File: src/rtl/cpu_pkg.sv
// cpu_pkg: shared CPU/loader widths, reset PC base address and loader FSM states.
package cpu_pkg;
  localparam int DEF_ADDR_W = 8;
  localparam int DEF_DATA_W = 8;
  localparam int DEF_BASE_ADDR = 0;
  typedef enum logic [2:0] {IDLE, LOAD, CHECK, RUN, ERROR} ld_state_e;
endpackage

File: src/rtl/program_loader.sv
// program_loader: streams a boot image into RAM, verifies its checksum, then releases the CPU.
module program_loader
  import cpu_pkg::*;
#(
  parameter int ADDR_W = DEF_ADDR_W,
  parameter int DATA_W = DEF_DATA_W,
  parameter int BASE_ADDR = DEF_BASE_ADDR
) (
  input  logic              clk,
  input  logic              rst,
  input  logic              start,
  input  logic [ADDR_W:0]   len,
  input  logic              in_valid,
  input  logic [DATA_W-1:0] in_data,
  output logic              in_ready,
  output logic              mem_we,
  output logic [ADDR_W-1:0] mem_addr,
  output logic [DATA_W-1:0] mem_wdata,
  output logic              cpu_rst,
  output logic              done,
  output logic              err
);
  ld_state_e r_state;
  logic [ADDR_W:0] r_len, r_cnt, w_cnt_nx;
  logic [ADDR_W-1:0] r_addr;
  logic [DATA_W-1:0] r_sum, w_sum_nx;
  logic w_xfer, w_len_ok, w_go, w_ck_ok;
  assign in_ready = r_state == LOAD || r_state == CHECK;
  assign w_xfer = in_valid && in_ready;
  assign w_len_ok = len != '0 && len <= {1'b1, {ADDR_W{1'b0}}};
  assign w_go = start && (r_state == IDLE || r_state == RUN || r_state == ERROR);
  assign w_cnt_nx = r_cnt + (ADDR_W+1)'(1);
  assign w_sum_nx = r_sum + in_data;
  assign w_ck_ok = w_sum_nx == '0;
  // A bad start while RUN is ignored so a running CPU is never dropped by a malformed request.
  always_ff @(posedge clk) begin
    if (rst) begin
      r_state   <= IDLE;
      r_len     <= '0;
      r_cnt     <= '0;
      r_addr    <= '0;
      r_sum     <= '0;
      mem_we    <= 1'b0;
      mem_addr  <= '0;
      mem_wdata <= '0;
      cpu_rst   <= 1'b1;
      done      <= 1'b0;
      err       <= 1'b0;
    end else begin
      mem_we <= 1'b0;
      if (w_go && w_len_ok) begin
        r_state <= LOAD;
        r_len   <= len;
        r_addr  <= ADDR_W'(BASE_ADDR);
        r_sum   <= '0;
        r_cnt   <= '0;
        cpu_rst <= 1'b1;
        done    <= 1'b0;
        err     <= 1'b0;
      end else if (w_go && r_state != RUN) begin
        r_state <= ERROR;
        cpu_rst <= 1'b1;
        done    <= 1'b0;
        err     <= 1'b1;
      end else if (w_xfer && r_state == LOAD) begin
        mem_we    <= 1'b1;
        mem_addr  <= r_addr;
        mem_wdata <= in_data;
        r_addr    <= r_addr + ADDR_W'(1);
        r_sum     <= w_sum_nx;
        r_cnt     <= w_cnt_nx;
        r_state   <= w_cnt_nx == r_len ? CHECK : LOAD;
      end else if (w_xfer) begin
        r_state <= w_ck_ok ? RUN : ERROR;
        cpu_rst <= !w_ck_ok;
        done    <= w_ck_ok;
        err     <= !w_ck_ok;
      end
    end
  end
endmodule
File: config.mk
export PLATFORM = sky130hd
export DESIGN_NAME = program_loader
export DESIGN_NICKNAME = d
export VERILOG_FILES = /design/src/rtl/cpu_pkg.sv /design/src/rtl/program_loader.sv
export SDC_FILE = /design/constraint.sdc
export NUM_CORES = 1
export LEC_CHECK = 0
export CORE_MARGIN = 1
export CORE_UTILIZATION = 40
export CTS_BUF_LIST = sky130_fd_sc_hd__clkbuf_8 sky130_fd_sc_hd__clkbuf_16
export DETAILED_ROUTE_END_ITERATION = 8
export DONT_BUFFER_PORTS = 1
export PLACE_DENSITY_LB_ADDON = 0.25
export SYNTH_ARGS = -nofsm -noshare
export SYNTH_HDL_FRONTEND = slang
export SYNTH_SLANG_ARGS = --single-unit
export TNS_END_PERCENT = 1
File: constraint.sdc
create_clock -name clk -period 6.8 [get_ports clk]
set_input_delay 1.36 -clock clk [delete_from_list [all_inputs] [get_ports clk]]
set_output_delay 1.36 -clock clk [all_outputs]
set_load 0.01 [all_outputs]
# Word-level counts from Yosys, hierarchy flattened
# Cells that the tools add are included.
[totals]
word_cells = 60
out_inout_bits = 21
reg_bits = 57
[classes]
addsub = 3
reduce_logical = 23
eq_ne = 7
bitwise_logic = 3
n_lt_le_gt_ge = 1
muxes = 10
[ops]
columns = ["op", "n"]
rows = [
  ["$mux W3", 4],
  ["$add A9 B1 Y9 const B", 1],
  ["$eq A9 B9 Y1", 1],
  ["$le A9 B9 Y1 const B", 1],
  ["$reduce_bool A9 Y1", 1],
  ["$add A8 B1 Y8 const B", 1],
  ["$add A8 B8 Y8", 1],
  ["$logic_not A8 Y1", 1],
  ["$eq A3 B2 Y1 const B", 2],
  ["$logic_and A1 B1 Y1", 6],
  ["$reduce_and A2 Y1", 3],
  ["$mux W1", 5],
  ["$reduce_bool A2 Y1", 2],
  ["$reduce_bool A4 Y1", 1],
  ["$eq A3 B1 Y1 const B", 1],
  ["$eq A3 B3 Y1 const B", 1],
  ["$logic_not A3 Y1", 1],
  ["$logic_or A1 B1 Y1", 3],
  ["$ne A3 B2 Y1 const B", 1],
  ["$not A1 Y1", 3],
  ["$reduce_and A3 Y1", 1],
  ["$reduce_bool A3 Y1", 1],
  ["$reduce_or A3 Y1", 1],
  ["$mux W2", 1],
  ["3 further kinds", 3],
]

# Longest topological paths before layout
[logic_depth]
ltp_word = 7
ltp_mapped = 8

# Worst setup path after synthesis
# Ideal clock, no wire load.
[synth_path]
kind = "in2reg"
from = "input port in_data[0]"
to = "register cpu_rst"
setup_slack_ps = 3462
path_stages = 8
arrival_time_ps = 3211
setup_time_ps = 127
path_cell_list = "ha_1 > fa_1 > a211oi_1 > or4b_2 > o2111ai_1 > nor2_1 > a31oi_1 > or3_1"
[synth_via]
elab_chain_cells = 3
[synth_rtl]
columns = ["item", "line_no", "source"]
rows = [
  ["start: declaration", "program_loader.sv:14", "input logic [DATA_W-1:0] in_data,"],
  ["$add A8 B8 Y8", "program_loader.sv:33", "assign w_sum_nx = r_sum + in_data;"],
  ["$logic_not A8 Y1", "program_loader.sv:34", "assign w_ck_ok = w_sum_nx == '0;"],
  ["$logic_not A1 Y1", "program_loader.sv:75", "cpu_rst <= !w_ck_ok;"],
  ["end signal: assignment", "program_loader.sv:75", ""],
  ["end: declaration", "program_loader.sv:19", "output logic cpu_rst,"],
]
# Every way passes these cells.
# A chain may end at the register's enable or synchronous reset.

# Final worst setup path
[layout_path]
from = "input port len[4]"
to = "register r_state[1]"
[layout_via]
elab_chain_cells = 4
word_cells_on_any_way = 5
cone_classes = "order compare: 1; reduce/logical: 4"
[layout_rtl]
columns = ["item", "line_no", "source"]
rows = [
  ["start: declaration", "program_loader.sv:12", "input logic [ADDR_W:0] len,"],
  ["$le A9 B9 Y1 / $reduce_bool A9 Y1 (equally long branches)", "program_loader.sv:30", "assign w_len_ok = len != '0 && len <= {1'b1, {ADDR_W{1'b0}}};"],
  ["$logic_and A1 B1 Y1 (*)", "program_loader.sv:30", ""],
  ["$logic_and A1 B1 Y1 (*)", "program_loader.sv:51", "if (w_go && w_len_ok) begin"],
  ["$reduce_or A3 Y1 (no line) (*)", "n/a", ""],
  ["end signal: assignment", "program_loader.sv:72", "r_state <= w_cnt_nx == r_len ? CHECK : LOAD;"],
  ["end signal: assignment", "program_loader.sv:74", "r_state <= w_ck_ok ? RUN : ERROR;"],
  ["end: declaration", "program_loader.sv:23", "ld_state_e r_state;"],
]
# Mark *: on every way between the ends. The rest lies on a longest branch, timed or not.

==> reports/metrics.cfg <==
[finish]
multi_input_area_um2 = 1610
stdcell_area_um2 = 3140
fill_cells = 663
syn2layout_area_growth_pct = 10.9
drive_gt1_frac = 0.0692
fin_nets = 373
instances_no_fill = 443
n_antenna_cell = 0
ff_latch_area_um2 = 1140
fin_util = 0.462

[clock_network]
clkSinkCount = 57
ctsHoldBuffers = 0
htreeDepth = 3
numCtsBuffers = 9
clock_path_buffers = 2
ctsResizeCount = 0
clock-root-buffer = clkbuf_8
cts_setup_buffers = 0
clk_latency_ps = 350
cts_tree = done
path_clk_slew_ps = 80

[route]
met1_length_um = 2900
totalWireLength_um = 5850
drc_errors = 0
avgRoutedWirePerCell_um = 13.2
vias = 2298
firstDrtPassIters = 4
met2_length_um = 2520
top_layer = met4
met3RoutedLength_um = 337
drtAntennaViolNets = 0
first_iter_violations = 87
avgViaCountPerCell = 5.19

[synthesis]
synth_compound_area_frac = 0.152
netlist_top_cells_area = dfxtp_1 40%, nand2_1 7.3%, nor2_1 6.5%, xnor2_1 6.2%, a21oi_1 5.3%
synthXorXnorAreaFrac = 0.0960
synth_area_leader_cell = dfxtp_1
synth_seq_area_share = 0.403
yosys.area_share.simple = 0.239
synthAdderAreaFrac = 0.0469
synthArstFlopShare = 0
synth_top_family_by_area = simple AND/OR/NAND/NOR gates
yosysWarnings = 0
syn-instance-count = 346
synth.distinct_cells = 47
syn_nets = 377
synth_flop_cell = dfxtp_1
synthesis.area_um2 = 2830
yosys-mux-area-fraction = 0.0318
ys_ff_latch = 57
syn_area_per_cell_um2 = 8.18
synth.top_cell.area_share = 0.403
synth-edff-count = 0

[power_and_ir_drop]
power_frac_seq = 0.454
combinationalPowerShare = 0.078
ir_drop_v = 0.000161
p_int_mw = 0.576
swShare = 0.252
clockPowerShare = 0.468
finalPower_mw = 0.770
power_density_nw_per_um2 = 246
p_sw_mw = 0.194
power_leakage_nw = 1.07

[global_routing]
grt_antenna_before_repair = 0
grt_pass1_wl_um = 9940
grt_use_total = 0.175
grt_pass1_vias = 2170
overflow = 0
grt_max_degree = 35

[critical_path]
path_cells = or4_1, o21ai_0, nor3b_2, or2_0, buf_4, o41a_1, o31ai_1
cp_num_buf_inv = 1
endpoint_kind = flop
max_stage_delay_ps = 800
rrSetupSlack_ps = 4120
critPathSlowestCell = nor3b_2
r2r_end = r_state[1]
cp_max_fo = 33
r2r_start = r_state[1]
cp.required_ps = 7030
crit_cells = 7
cp.arrival_ps = 3630
path_class = input pin to flop
cp-start-kind = input pin
cp_top_family = simple AND/OR/NAND/NOR gates
r2r_cells = 7

[outcome]
status = completed

[place]
dp_hpwl_um = 3900
dp_slack_ps = 3010
dpl.cell_count = 427
routabilityCongestion = 0.828
dpl-instance-area_um2 = 2910
port_buffers = 0

[floorplanning]
die_area_um2 = 7410
initial_core_util = 0.416
rows = 30
boundaryPins = 42
dieWidth_um = 86.1
die_h_um = 86.1
design.core.area_um2 = 6790

[timing]
slew_headroom = 0.350
drv_slew = 0
setup_ws_ps = 3400
clock_skew_ps = 10.2
clock.fmax_mhz = 294
fin_tns_setup_ps = 0
setup_viol = 0
period_minus_slack_ps = 3400
tightest_slew_ps = 970
hold_violations = 0
fin_crit_sh = 0.500
rsz0062_at_grt = no
fin_worst_hold_slack_ps = 469

[min_path]
hold_depth = 2
holdCritStartpoint = r_sum[5]
hp-class = flop to flop
hold_path_end = r_sum[5]

[run]
cap_violations = 0

==> metal layers <==
layer | track usage | up-vias
met5 | 0 | -
met4 | 0.0682 | 0
met3 | 0.0674 | 8
met2 | 0.267 | 51
met1 | 0.222 | 1045
li1 | - | 1194
==> area by class of cell <==
class,instances,area share
Sequential cell,57,0.364
Clock inverter,7,0.0327
Timing Repair Buffer,3,0.00718
Multi-Input combinational cell,267,0.514
Inverter,4,0.00479
Tap cell,96,0.0383
Clock buffer,9,0.0395
==> cells in the mapped netlist, types with 5 or more instances <==
cell       n
nor2_1    49
nand2b_1   5
a21oi_1   30
o21ai_0   11
xnor2_1   20
nor3_1     7
ha_1       9
dfxtp_1   57
nand2_1   55
mux2i_1    9
a31oi_1    6
or4_1      5
clkbuf_1  13
xor2_1    11
==> power by group through the flow <==
stage | clock network, mW | registers [mW] | logic (mW)
global route | 0.391 | 0.350 | 0.0680
global placement | 0 | 0.357 | 0.0599
CTS | 0.372 | 0.349 | 0.0609
finish | 0.361 | 0.349 | 0.0602
floorplan | 0 | 0.354 | 0.0529
detailed placement | 0 | 0.357 | 0.0603
==> how the worst max path moves through the flow <==
stage,from,endpoint,slack [ps]
detailed placement,len[4],r_state[1],3010
global route,len[4],r_state[1],3150
floorplan,in_data[0],cpu_rst,3460
finish,len[4],r_state[1],3400
CTS,len[4],r_state[1],3390
global placement,len[4],r_state[1],3070
==> cell families after synthesis <==
| logic type | after synthesis |
|---|---|
| AO/OA/AOI/OAI | 70 |
| buffers and inverters | 22 |
| AND/OR/NAND/NOR | 147 |
| adder cells (fa/ha/maj) | 10 |
| flip-flops | 57 |
| multiplexers | 9 |
| XOR/XNOR | 31 |
==> tightest hold or removal path: cells and delay by family, from the launching register on <==
family / cells / cell delay (ps)
flops: 1 / 320
compound gates: 1 / 50
simple gates: 1 / 60
==> registers in the layout, summed over array words and instances, names as in the netlist <==
signal     flops
mem_wdata      8
r_state        3
cpu_rst        1
mem_addr       8
r_sum          8
r_len          9
r_cnt          9
mem_we         1
r_addr         8
done           1
err            1
==> layout by cell type (no fill, tap or decap), types with 4 or more instances in the layout <==
cell and n:
nand2b_1 5, o21ai_0 11, a21oi_1 30, nor2_1 49, xnor2_1 20, mux2i_1 9, a211oi_1 4, nand3_1 4
a31oi_1 6, or3_1 4, inv_1 4, or4_1 5, ha_1 9, nand2_1 55, xor2_1 11, dfxtp_1 57
clkbuf_8 9, nor3_1 7
Note: power is estimated with default switching activity, not from simulation.
